===== src/rtl/mult_sched_pkg.sv =====
// Shared types and helpers for the redundant multiplier scheduler.
// Latency: n/a (declarations only).
// Backpressure: n/a.
package mult_sched_pkg;

  localparam int W_DEFAULT     = 4;
  localparam int CNT_W_DEFAULT = 8;

  typedef enum logic [2:0] {
    IDLE = 3'd0,
    RUN1 = 3'd1,
    RUN2 = 3'd2,
    CMP  = 3'd3,
    RESP = 3'd4
  } state_t;

  // Increment that sticks at max_val instead of wrapping.
  function automatic logic [31:0] sat_inc(input logic [31:0] val, input logic [31:0] max_val);
    return (val >= max_val) ? max_val : val + 32'd1;
  endfunction

endpackage


===== src/rtl/rr_arbiter.sv =====
// Round-robin arbiter: picks the first asserted request at or above ptr, wrapping.
// Latency: purely combinational.
// Backpressure: none; grant is all-zero when no request is asserted.
module rr_arbiter #(
  parameter int  NREQ = 2,
  localparam int IDW  = (NREQ > 1) ? $clog2(NREQ) : 1
) (
  input  logic [NREQ-1:0] req,
  input  logic [IDW-1:0]  ptr,
  output logic [NREQ-1:0] grant,
  output logic [IDW-1:0]  grant_idx
);

  localparam logic [IDW:0] NREQ_L = (IDW + 1)'(NREQ);

  logic [NREQ-1:0] rot;
  logic [IDW-1:0]  off;
  logic [IDW:0]    sum;

  // Rotate so the pointer slot sits at bit 0, take the lowest set bit, then rotate the index back.
  always_comb begin
    rot = NREQ'({req, req} >> ptr);
    off = '0;
    for (int i = NREQ - 1; i >= 0; i--) begin
      if (rot[i]) off = i[IDW-1:0];
    end
    sum = {1'b0, ptr} + {1'b0, off};
    if (sum >= NREQ_L) sum = sum - NREQ_L;
    grant_idx = sum[IDW-1:0];
    grant     = '0;
    if (|req) grant[grant_idx] = 1'b1;
  end

endmodule


===== src/rtl/mult4u_redundant_sched.sv =====
// Shares one combinational WxW multiplier among NREQ requesters; each product is taken as A*B then B*A and compared, with retries.
// Latency: rsp_valid 4 cycles after accept on a clean compare, +3 per retry, at most 4+3*MAX_RETRY.
// Backpressure: response fields hold until rsp_ready; nothing new is accepted until the response is taken.
module mult4u_redundant_sched
  import mult_sched_pkg::*;
#(
  parameter int  W         = W_DEFAULT,
  parameter int  NREQ      = 2,
  parameter int  MAX_RETRY = 2,
  parameter int  CNT_W     = CNT_W_DEFAULT,
  localparam int IDW       = (NREQ > 1) ? $clog2(NREQ) : 1
) (
  input  logic              clk,
  input  logic              rst,
  input  logic [NREQ-1:0]   req_valid,
  input  logic [NREQ*W-1:0] req_a,
  input  logic [NREQ*W-1:0] req_b,
  output logic [NREQ-1:0]   req_ready,
  output logic [W-1:0]      mult_a,
  output logic [W-1:0]      mult_b,
  input  logic [2*W-1:0]    mult_p,
  output logic              rsp_valid,
  input  logic              rsp_ready,
  output logic [IDW-1:0]    rsp_id,
  output logic [2*W-1:0]    rsp_prod,
  output logic              rsp_err,
  output logic [CNT_W-1:0]  stat_mismatch,
  output logic [CNT_W-1:0]  stat_err
);

  localparam int             RW        = (MAX_RETRY > 0) ? $clog2(MAX_RETRY + 1) : 1;
  localparam logic [RW-1:0]  RETRY_LIM = RW'(MAX_RETRY);
  localparam logic [IDW-1:0] LAST_ID   = IDW'(NREQ - 1);
  localparam logic [31:0]    CNT_MAX   = 32'((64'd1 << CNT_W) - 64'd1);

  state_t          state;
  logic [IDW-1:0]  ptr;
  logic [IDW-1:0]  cur_id;
  logic [RW-1:0]   retry;
  logic [W-1:0]    op_a;
  logic [W-1:0]    op_b;
  logic [2*W-1:0]  p1;
  logic [2*W-1:0]  p2;

  logic [NREQ-1:0] grant;
  logic [IDW-1:0]  grant_idx;
  logic [W-1:0]    sel_a;
  logic [W-1:0]    sel_b;
  logic            accept;

  rr_arbiter #(
    .NREQ (NREQ)
  ) u_arb (
    .req       (req_valid),
    .ptr       (ptr),
    .grant     (grant),
    .grant_idx (grant_idx)
  );

  // Grant is only offered while idle; reset forces it low so every output reads 0 during reset.
  assign req_ready = (state == IDLE && !rst) ? grant : '0;
  assign accept    = (state == IDLE) && (|req_valid);

  // Pick the winning requester's operand slices.
  always_comb begin
    sel_a = '0;
    sel_b = '0;
    for (int i = 0; i < NREQ; i++) begin
      if (grant[i]) begin
        sel_a = req_a[i*W +: W];
        sel_b = req_b[i*W +: W];
      end
    end
  end

  // Sequencer: accept, two swapped passes, compare, retry or respond; multiplier inputs are parked at 0 outside the passes.
  always_ff @(posedge clk or posedge rst) begin
    if (rst) begin
      state         <= IDLE;
      ptr           <= '0;
      cur_id        <= '0;
      retry         <= '0;
      op_a          <= '0;
      op_b          <= '0;
      p1            <= '0;
      p2            <= '0;
      mult_a        <= '0;
      mult_b        <= '0;
      rsp_valid     <= 1'b0;
      rsp_id        <= '0;
      rsp_prod      <= '0;
      rsp_err       <= 1'b0;
      stat_mismatch <= '0;
      stat_err      <= '0;
    end else begin
      case (state)
        IDLE: begin
          if (accept) begin
            op_a   <= sel_a;
            op_b   <= sel_b;
            cur_id <= grant_idx;
            retry  <= '0;
            ptr    <= (grant_idx == LAST_ID) ? '0 : grant_idx + 1'b1;
            mult_a <= sel_a;
            mult_b <= sel_b;
            state  <= RUN1;
          end
        end
        RUN1: begin
          p1     <= mult_p;
          mult_a <= op_b;
          mult_b <= op_a;
          state  <= RUN2;
        end
        RUN2: begin
          p2     <= mult_p;
          mult_a <= '0;
          mult_b <= '0;
          state  <= CMP;
        end
        CMP: begin
          if (p1 == p2) begin
            rsp_id    <= cur_id;
            rsp_prod  <= p1;
            rsp_err   <= 1'b0;
            rsp_valid <= 1'b1;
            state     <= RESP;
          end else begin
            stat_mismatch <= CNT_W'(sat_inc(32'(stat_mismatch), CNT_MAX));
            if (retry < RETRY_LIM) begin
              retry  <= retry + 1'b1;
              mult_a <= op_a;
              mult_b <= op_b;
              state  <= RUN1;
            end else begin
              stat_err  <= CNT_W'(sat_inc(32'(stat_err), CNT_MAX));
              rsp_id    <= cur_id;
              rsp_prod  <= p1;
              rsp_err   <= 1'b1;
              rsp_valid <= 1'b1;
              state     <= RESP;
            end
          end
        end
        RESP: begin
          if (rsp_ready) begin
            rsp_valid <= 1'b0;
            state     <= IDLE;
          end
        end
        default: state <= IDLE;
      endcase
    end
  end

endmodule


===== config.mk =====
export PLATFORM = sky130hd
export DESIGN_NAME = mult4u_redundant_sched
export DESIGN_NICKNAME = d
export VERILOG_FILES = /design/src/rtl/mult_sched_pkg.sv /design/src/rtl/rr_arbiter.sv /design/src/rtl/mult4u_redundant_sched.sv
export SDC_FILE = /design/constraint.sdc
export NUM_CORES = 1
export LEC_CHECK = 0
export CORE_ASPECT_RATIO = 0.5
export CORE_MARGIN = 8
export CORE_UTILIZATION = 45
export CTS_CLUSTER_DIAMETER = 60
export DETAILED_ROUTE_END_ITERATION = 10
export DONT_BUFFER_PORTS = 1
export REMOVE_ABC_BUFFERS = 1
export SYNTH_ARGS = -nofsm -noshare
export SYNTH_HDL_FRONTEND = slang
export SYNTH_SLANG_ARGS = --single-unit

===== constraint.sdc =====
create_clock -name clk -period 4.8 [get_ports clk]
set_input_delay 0.96 -clock clk [delete_from_list [all_inputs] [get_ports clk]]
set_output_delay 0.96 -clock clk [all_outputs]
set_load 0.02 [all_outputs]

==> impl_metrics.toml, run 1 <==
[power]
pwr-share-seq_pct = 44.0
pwr-share-comb_pct = 32.6
power.internal_w = 0.00173
p_clk_share_pct = 23.4
fin_total_pwr_w = 0.00278
pwr_density_cell_nw_per_um2 = 786
switching_power_w = 0.00105
ir_drop_uv = 342
power.share.switching_pct = 37.9
leakagePower_nw = 1.54

[place]
place_area_um2 = 3240
dp_hpwl_um = 4780
gp_congestion = 0.734
dpl_worst_slack_ps = 1890
portBuffers = 0

[sta]
rsz0062_at_grt = "false"
worst_pin_slew_ps = 926
fin_ws_ps = 1900
holdWs_ps = 364
setup_violations = 0
skew_ps = 7.15
hold_violations = 0
relSlewSlack_pct = 38.1
tns_ps = 0
finalCriticalPeriod_ps = 2900
fmaxAchievable_mhz = 344
slew_viol_final = 0
min_period_over_period_pct = 60.5

[cts]
clock_latency_ps = 330
cts_max_path_buffers = 2
cts_setup_buffers = 0
root_buffer = "clkbuf_16"
cts_buffers = 9
cts_tree = "done"
cts_resized = 0
clk_pin_slew_ps = 50
cts_sinks = 66
htreeDepth = 3
ctsHoldBuffers = 0

[route]
drt_iter0_drc = 64
avgViaCountPerCell = 5.66
postRouteAntennaNets = 0
drc = 0
firstDrtPassIters = 4
wl_um = 6820
post_drt_wl_per_cell_um = 18.2
vias = 2118

[logic_synthesis]
async_flop_share_pct = 100
ys_warn_count = 0
synth_cells = 281
synth_edf_count = 0
syn_area_um2 = 3200
yosysTopAreaCell = "dfrtp_1"
ys_types = 42
synthFlopType = "dfrtp_1"
synth_top_area_share_pct = 51.6
ys_ff_latch = 66
seq_area_frac_synth_pct = 51.6
ys_top_cells_by_area = "dfrtp_1, mux2_2, mux2_4"
synth.avg_cell_area_um2 = 11.4

[floorplan]
initial_core_util_pct = 47.2
die_w_um = 135
die_h_um = 75.6
ios = 66
coreArea_um2 = 6780
dieArea_um2 = 10200
rows = 21

[final_layout]
n_fill_cell = 603
n_antenna_cell = 0
seq_area_um2 = 1650
syn_to_final_growth_pct = 10.5
final_cell_area_um2 = 3540
final_layout_size_suffix_gt1_share_pct = 24.5
layout.nets = 308
multi_input_area_um2 = 1430

[setup_path]
critPathCaptureType = "output port"
ff2ff_path_depth = 4
crit_path_end = "req_ready[0]"
cp.depth = 2
critPathMaxFanout = 10
regToRegSetupSlack_ps = 2290
crit_slowest_cell = "a21boi_1"
crit_required_ps = 3840
path_buf_inv = 0
r2r_end = "rsp_prod[0]$_DFFE_PP0P_"
path_delay_family = "compound AO/OA/AOI/OAI gates"
critPathLaunch = "req_valid[0]"
reg2reg_from = "state[0]$_DFFE_PP0P_"
worstPathArrival_ps = 1940
worstSetupPathType = "input port to output port"
cpPeakStageDelay_ps = 580
start_kind = "input port"
crit_chain = "a21boi_1, and3_1"

[status]
status = "complete, no violations"

[global_route]
gr-total-overflow = 0
grt_max_degree = 66
grt_pass1_wl_um = 10800
antenna_found_initial = 0
grt_pass1_vias = 2070
grt.total_usage_pct = 14.0

[flow_run]
maxCapViolCount = 0

[min_path]
min_path_type = "input port to asynchronous set/reset pin"
==> power by group through the flow <==
stage	Sequential (W)	Clock, W	Combinational, W
floorplan	0.00115	0	0.000763
global placement	0.00122	0	0.000878
detailed placement	0.00124	0	0.000908
CTS	0.00123	0.000668	0.000915
global route	0.00127	0.000700	0.00101
finish	0.00122	0.000651	0.000907
==> cell type report <==
type                       instances  share of cell area [%]
tap                               92                    3.25
sequential                        66                    46.7
inverter                           9                   0.955
multi-input combinational        190                    40.5
clock inverter                     2                   0.990
clock buffer                      14                    7.46
timing repair buffer               1                   0.212
==> cell families after synthesis <==
group | synth area share (%)
multiplexers | 17.8
flip-flops | 51.6
buffers and inverters | 3.71
AND/OR/NAND/NOR | 12.2
adder cells (fa/ha/maj) | 0.781
XOR/XNOR | 2.19
AO/OA/AOI/OAI | 11.7
==> synth_stat cells, drive strengths merged, types with 8 or more instances <==
| cell | instances |
|---|---|
| a21oi | 21 |
| a31oi | 9 |
| a32oi | 8 |
| and3 | 11 |
| buf | 11 |
| dfrtp | 66 |
| inv | 9 |
| mux2 | 47 |
| nand2 | 18 |
| nor2 | 16 |
| o21ai | 8 |
| xor2 | 8 |
==> metrics by stage <==
step,util [%],instances
floorplan,-,265
global placement,47.8,358
detailed placement,47.8,358
CTS,52.2,374
global route,52.2,374
finish,52.2,374
==> state kept, by name (all words and copies together), names as in the netlist <==
name           cells
p1                 8
p2                 8
rsp_prod           8
stat_err           8
stat_mismatch      8
mult_a             4
mult_b             4
op_a               4
op_b               4
state              3
retry              2
cur_id             1
ptr                1
rsp_err            1
rsp_id             1
rsp_valid          1
==> cells in the final DEF, fill, tap and decap left out, types with 2 or more instances in the layout <==
| cell type | n |
|---|---|
| and3_1 | 11 |
| nor2_1 | 16 |
| clkbuf_1 | 3 |
| dfrtp_1 | 66 |
| a21oi_1 | 20 |
| and2_1 | 2 |
| clkbuf_8 | 2 |
| nor2b_1 | 2 |
| clkbuf_16 | 9 |
| mux2_2 | 39 |
| inv_1 | 8 |
| o21a_1 | 2 |
| nand3_1 | 7 |
| nand4_1 | 3 |
| a31oi_1 | 9 |
| a32oi_1 | 8 |
| o31ai_1 | 2 |
| o21ai_0 | 8 |
| ha_1 | 2 |
| nand2_1 | 17 |
| or2_2 | 2 |
| nor3_1 | 2 |
| nor4_2 | 2 |
| xor2_1 | 8 |
| mux2_4 | 8 |
| nand2b_1 | 5 |
==> layer usage <==
layer	global-route usage, %	wire (µm)	vias up
met3	6.97	582	11
met1	16.3	2930	1038
met5	0	0	-
li1	-	-	1016
met2	21.5	3200	53
met4	6.59	109	0
==> worst register-to-register path, stage by stage (launching register included) <==
cell and delay (ps):
dfrtp_1 480, nor2b_1 630, nand2_1 300, a21oi_2 570, mux2_2 410
==> how the worst min path moves through the flow <==
stage                              start                   end  slack (ps)  cells after the start
floorplan           retry[0]$_DFFE_PP0P_  retry[0]$_DFFE_PP0P_         450                      1
global placement    retry[0]$_DFFE_PP0P_  retry[0]$_DFFE_PP0P_         470                      1
detailed placement  retry[0]$_DFFE_PP0P_  retry[0]$_DFFE_PP0P_         480                      1
CTS                                  rst       ptr$_DFFE_PP0P_         350                      1
global route                         rst       ptr$_DFFE_PP0P_         350                      1
finish                               rst       ptr$_DFFE_PP0P_         360                      1
Power figures use the tool's default switching activity.
==> run 2: changes to the inputs <==
clock period = 2.6 ns   (was 4.8 ns; I/O delays follow)
==> run 2 against run 1 <==
Global-route usage barely moved; register-to-register slack got worse by 1800 ps; count of clock-buffer cells in the layout down 1; critical endpoint is now req_ready[1]; critical path type is now flop to output port; combinational power grew 92%; largest power group unchanged; die area stayed put; first-iteration DRC count increased by 140%.
==> impl_metrics.toml, run 2 (synthesis gave the netlist of run 1 again) <==
[status]
status = "complete, no violations"

[setup_path]
crit_chain = "nor3_1, and4_1"
cpPeakStageDelay_ps = 590
ff2ff_path_depth = 3
crit_required_ps = 2080
regToRegSetupSlack_ps = 490
r2r_end = "rsp_prod[4]$_DFFE_PP0P_"
critPathCaptureType = "output port"
worstSetupPathType = "flop to output port"
crit_slowest_cell = "dfrtp_1"
worstPathArrival_ps = 1860
reg2reg_from = "state[1]$_DFFE_PP0P_"
start_kind = "flop"
critPathMaxFanout = 18
critPathLaunch = "state[1]$_DFFE_PP0P_"
crit_path_end = "req_ready[1]"

[power]
power.internal_w = 0.00327
pwr_density_cell_nw_per_um2 = 1450
power.share.switching_pct = 37.5
p_clk_share_pct = 23.4
pwr-share-comb_pct = 33.4
switching_power_w = 0.00196
pwr-share-seq_pct = 43.3
leakagePower_nw = 1.58
ir_drop_uv = 635

[floorplan]
initial_core_util_pct = 47.2
dieArea_um2 = 10200
rows = 21
ios = 66
die_h_um = 75.6
coreArea_um2 = 6780
die_w_um = 135

[cts]
cts_max_path_buffers = 2
clk_pin_slew_ps = 50
cts_sinks = 66
cts_resized = 0
clock_latency_ps = 320
htreeDepth = 3
root_buffer = "clkbuf_16"
ctsHoldBuffers = 0
cts_buffers = 9
cts_tree = "done"
cts_setup_buffers = 0

[global_route]
grt_pass1_wl_um = 10900
gr-usage-met3_pct = 7.50
antenna_found_initial = 0
met2_usage_pct = 22.6
top_usage_layer = "met2"
grt.total_usage_pct = 14.0
grt_max_degree = 41
gr-total-overflow = 0
grt_pass1_vias = 2154
grt_use_met1_pct = 15.6

[route]
postRouteAntennaNets = 0
drt_iter0_drc = 151
wl_um = 6860
post_drt_wl_per_cell_um = 18.0
avgViaCountPerCell = 5.64
drc = 0
vias = 2156
firstDrtPassIters = 4

[final_layout]
fin_cells = 382
final_common_cell = "dfrtp_1"
n_fill_cell = 601
final_layout_size_suffix_gt1_share_pct = 27.2
layout_common_cells = "dfrtp_1, mux2_2, a21oi_1"
syn_to_final_growth_pct = 12.8
final_cell_area_um2 = 3610
layout.nets = 317
seq_area_um2 = 1650
n_antenna_cell = 0
multi_input_area_um2 = 1430

[place]
portBuffers = 0
dpl.cell_count = 367
place_area_um2 = 3310
gp_congestion = 0.839
dp_hpwl_um = 4950

[sta]
fmaxAchievable_mhz = 420
finalCriticalPeriod_ps = 2380
skew_ps = 3.07
rsz0062_at_grt = "false"
setup_violations = 0
slew_viol_final = 0
relSlewSlack_pct = 58.9
min_period_over_period_pct = 91.6
hold_violations = 0
worst_pin_slew_ps = 616

[flow_run]
maxCapViolCount = 0

[min_path]
min_path_type = "input port to asynchronous set/reset pin"
-- run 2: worst min-delay path by stage --
stage / to / slack (ps) / cells after the start
5_1_grt: rsp_id$_DFFE_PP0P_ / 210 / 2
3_3_place_gp: retry[0]$_DFFE_PP0P_ / 470 / 1
2_1_floorplan: retry[0]$_DFFE_PP0P_ / 450 / 1
3_5_place_dp: retry[0]$_DFFE_PP0P_ / 480 / 1
4_1_cts: rsp_id$_DFFE_PP0P_ / 160 / 2
6_report: rsp_id$_DFFE_PP0P_ / 160 / 2
-- run 2: routing by layer --
layer,vias to the layer above,wire (µm)
met2,39,3260
met3,9,538
met4,0,61
li1,1028,-
met5,-,0
met1,1080,3010
-- run 2: power by group through the flow --
stage	Sequential [W]	Clock (W)	Combinational (W)
floorplan	0.00213	0	0.00141
global placement	0.00225	0	0.00170
detailed placement	0.00228	0	0.00175
CTS	0.00227	0.00126	0.00175
global route	0.00234	0.00130	0.00192
finish	0.00226	0.00122	0.00174
-- run 2: area by class of cell --
cell class | count | area share (%)
Clock inverter | 2 | 0.970
Clock buffer | 13 | 7.48
Tap cell | 92 | 3.19
Sequential cell | 66 | 45.7
Timing Repair Buffer | 10 | 2.08
Inverter | 9 | 0.935
Multi-Input combinational cell | 190 | 39.6
-- run 2: worst max-delay path, delay by kind of cell (launching register included) --
family / cells / cell delay [ps]
AND/OR/NAND/NOR: 2 / 940
flip-flops: 1 / 590
-- run 2: stage by stage --
step / hold WS [ps] / power [W] / TNS [ps] / worst slack (ps) / util [%]
global placement: 468 / 0.00395 / 0 / 579 / 48.8
CTS: 162 / 0.00528 / 0 / 202 / 53.3
floorplan: 451 / 0.00354 / -646 / -350 / -
finish: 163 / 0.00522 / 0 / 219 / 53.3
detailed placement: 477 / 0.00404 / 0 / 483 / 48.8
global route: 214 / 0.00557 / 0 / 115 / 53.3
==> run 3: changes to the inputs <==
ABC_CLOCK_PERIOD_IN_PS = 2600   (was not set)
SYNTH_HIERARCHICAL = 1   (was not set)
==> run 3 against run 2 <==
Die area up 2.3%; area after synthesis up 2.8%; routed wire length up 5.5%; sequential power fell by 5%; via count increased by 2.0%; largest cell class unchanged; highest routed layer unchanged.
==> impl_metrics.toml, run 3 <==
[status]
status = "complete, no violations"

[final_layout]
final_layout_size_suffix_gt1_share_pct = 26.7
layout.nets = 318
final_cell_area_um2 = 3670
layout_common_cells = "dfrtp_1, mux2_2, nand2_1"
syn_to_final_growth_pct = 11.4
final_common_cell = "dfrtp_1"
n_antenna_cell = 0
n_fill_cell = 627

[logic_synthesis]
ys_warn_count = 6
synth_edf_count = 0
ys_types = 43
async_flop_share_pct = 100
synth_top_cells_by_count = "dfrtp_1, mux2_2, nand2_1"
synth_cells = 286
synth_top_area_share_pct = 50.2
seq_area_frac_synth_pct = 50.2
synth.avg_cell_area_um2 = 11.5
yosysTopAreaCell = "dfrtp_1"
ys_top_cells_by_area = "dfrtp_1, mux2_2, mux2_4"
syn_area_um2 = 3290
synthFlopType = "dfrtp_1"
ys_ff_latch = 66
yosysMostFrequentCell = "dfrtp_1"

[cts]
ctsHoldBuffers = 0
root_buffer = "clkbuf_16"
cts_sinks = 66
clk_pin_slew_ps = 60
clock_latency_ps = 340
cts_tree = "done"
cts_setup_buffers = 0
cts_max_path_buffers = 2
cts_resized = 0
htreeDepth = 3
cts_buffers = 9

[global_route]
grt.total_usage_pct = 14.9
grt_max_degree = 49
grt_pass1_wl_um = 12100
grt_pass1_vias = 2238
antenna_found_initial = 0
gr-total-overflow = 0

[power]
fin_total_pwr_w = 0.00509
ir_drop_uv = 706
pwr_density_cell_nw_per_um2 = 1390
leakagePower_nw = 1.58

[place]
place_area_um2 = 3360
dp_hpwl_um = 5240
gp_congestion = 0.792
portBuffers = 0

[setup_path]
reg2reg_from = "p1[5]$_DFFE_PP0N_"
critPathCaptureType = "flop"
path_delay_family = "compound AO/OA/AOI/OAI gates"
crit_slowest_cell = "a21oi_2"
ff2ff_path_depth = 5
start_kind = "flop"
r2r_end = "rsp_prod[1]$_DFFE_PP0P_"
crit_chain = "xor2_1, nor4_4, nand2_2, a21oi_2, mux2_2"
critPathMaxFanout = 10
path_buf_inv = 0
worstSetupPathType = "flop to flop"
regToRegSetupSlack_ps = 440
worstPathArrival_ps = 2370
crit_required_ps = 2820
cpPeakStageDelay_ps = 540

[sta]
rsz0062_at_grt = "false"
skew_ps = 7.40
finalCriticalPeriod_ps = 2160
relSlewSlack_pct = 46.9
hold_violations = 0
worst_pin_slew_ps = 794
slew_viol_final = 0
fmaxAchievable_mhz = 463
setup_violations = 0
min_period_over_period_pct = 83.0
tns_ps = 0

[floorplan]
initial_core_util_pct = 45.6
coreArea_um2 = 7210
die_h_um = 76.5
rows = 22
dieArea_um2 = 10500
die_w_um = 137
ios = 66

[route]
wl_um = 7240
drt_iter0_drc = 102
vias = 2200
post_drt_wl_per_cell_um = 18.6
postRouteAntennaNets = 0
avgViaCountPerCell = 5.67
drc = 0
firstDrtPassIters = 5

[flow_run]
maxCapViolCount = 0

[min_path]
min_path_type = "input port to asynchronous set/reset pin"
-- run 3: changes by cell type after synthesis, moves of 4 or more --
cell     previous run  this run
o22ai_1             0        10
a22oi_1             0         7
o21ai_0             8        12
buf_2               8         4
a21oi_1            20         6
mux2_2             39        35
nand4_1             3         8
a32oi_1             8         0
a31oi_1             9         3
mux2i_1             1         8
nor2_1             16        10
nand2_1            17        29
and3_1             11         4
-- run 3: through the flow --
step	utilization (%)	setup WS (ps)	hold slack, ps	instances
floorplan	-	425	442	270
CTS	50.9	414	70.9	388
finish	50.9	442	66.5	388
global route	50.9	280	91.7	388
global placement	46.6	474	424	372
detailed placement	46.6	419	429	372
-- run 3: how the worst max path moves through the flow --
stage	slack, ps	end	cells after the start	start
global placement	470	rsp_prod[2]$_DFFE_PP0P_	5	p2[5]$_DFFE_PP0P_
detailed placement	420	rsp_prod[4]$_DFFE_PP0P_	5	p1[5]$_DFFE_PP0N_
finish	440	rsp_prod[1]$_DFFE_PP0P_	5	p1[5]$_DFFE_PP0N_
floorplan	430	cur_id$_DFFE_PP0P_	1	rst
global route	280	rsp_prod[1]$_DFFE_PP0P_	5	p2[5]$_DFFE_PP0P_
CTS	410	rsp_prod[1]$_DFFE_PP0P_	5	p1[5]$_DFFE_PP0N_
-- run 3: layout make-up --
cell class / instances / area (µm²) / area share, %
inverters: 6 / 22.5 / 0.614
multi-input cells: 198 / 1510 / 41.2
flip-flops and latches: 66 / 1650 / 45.0
clock buffers: 9 / 225 / 6.14
clock inverters: 7 / 78.8 / 2.15
well taps: 96 / 120 / 3.28
repair buffers: 6 / 57.6 / 1.57
-- run 3: logic make-up after synthesis --
logic type	after synthesis	synth area share, %
AO/OA/AOI/OAI	49	9.54
XOR/XNOR	8	2.13
adder cells (fa/ha/maj)	3	1.10
buffers and inverters	22	3.91
flip-flops	66	50.2
multiplexers	53	18.9
AND/OR/NAND/NOR	85	14.3
-- run 3: worst reg2reg max path, cell delays in order, from the launching register on --
cell     delay [ps]
dfrtp_1         400
xor2_1          180
nor4_4          360
nand2_2         160
a21oi_2         540
mux2_2          400
-- run 3: power by group --
part           leakage (nW)  switching [W]  internal [W]
combinational         0.631       0.000846      0.000870
clock                 0.138       0.000471      0.000747
sequential            0.813       0.000679       0.00147
total                  1.58        0.00200       0.00309
-- run 3: metal layers --
metal | up-vias | GRT usage, % | part of all wire (%)
met3 | 7 | 8.42 | 9.7
met5 | - | 0 | 0
met4 | 0 | 3.77 | 0.98
met2 | 60 | 21.5 | 44
met1 | 1098 | 18.7 | 45
li1 | 1035 | - | -
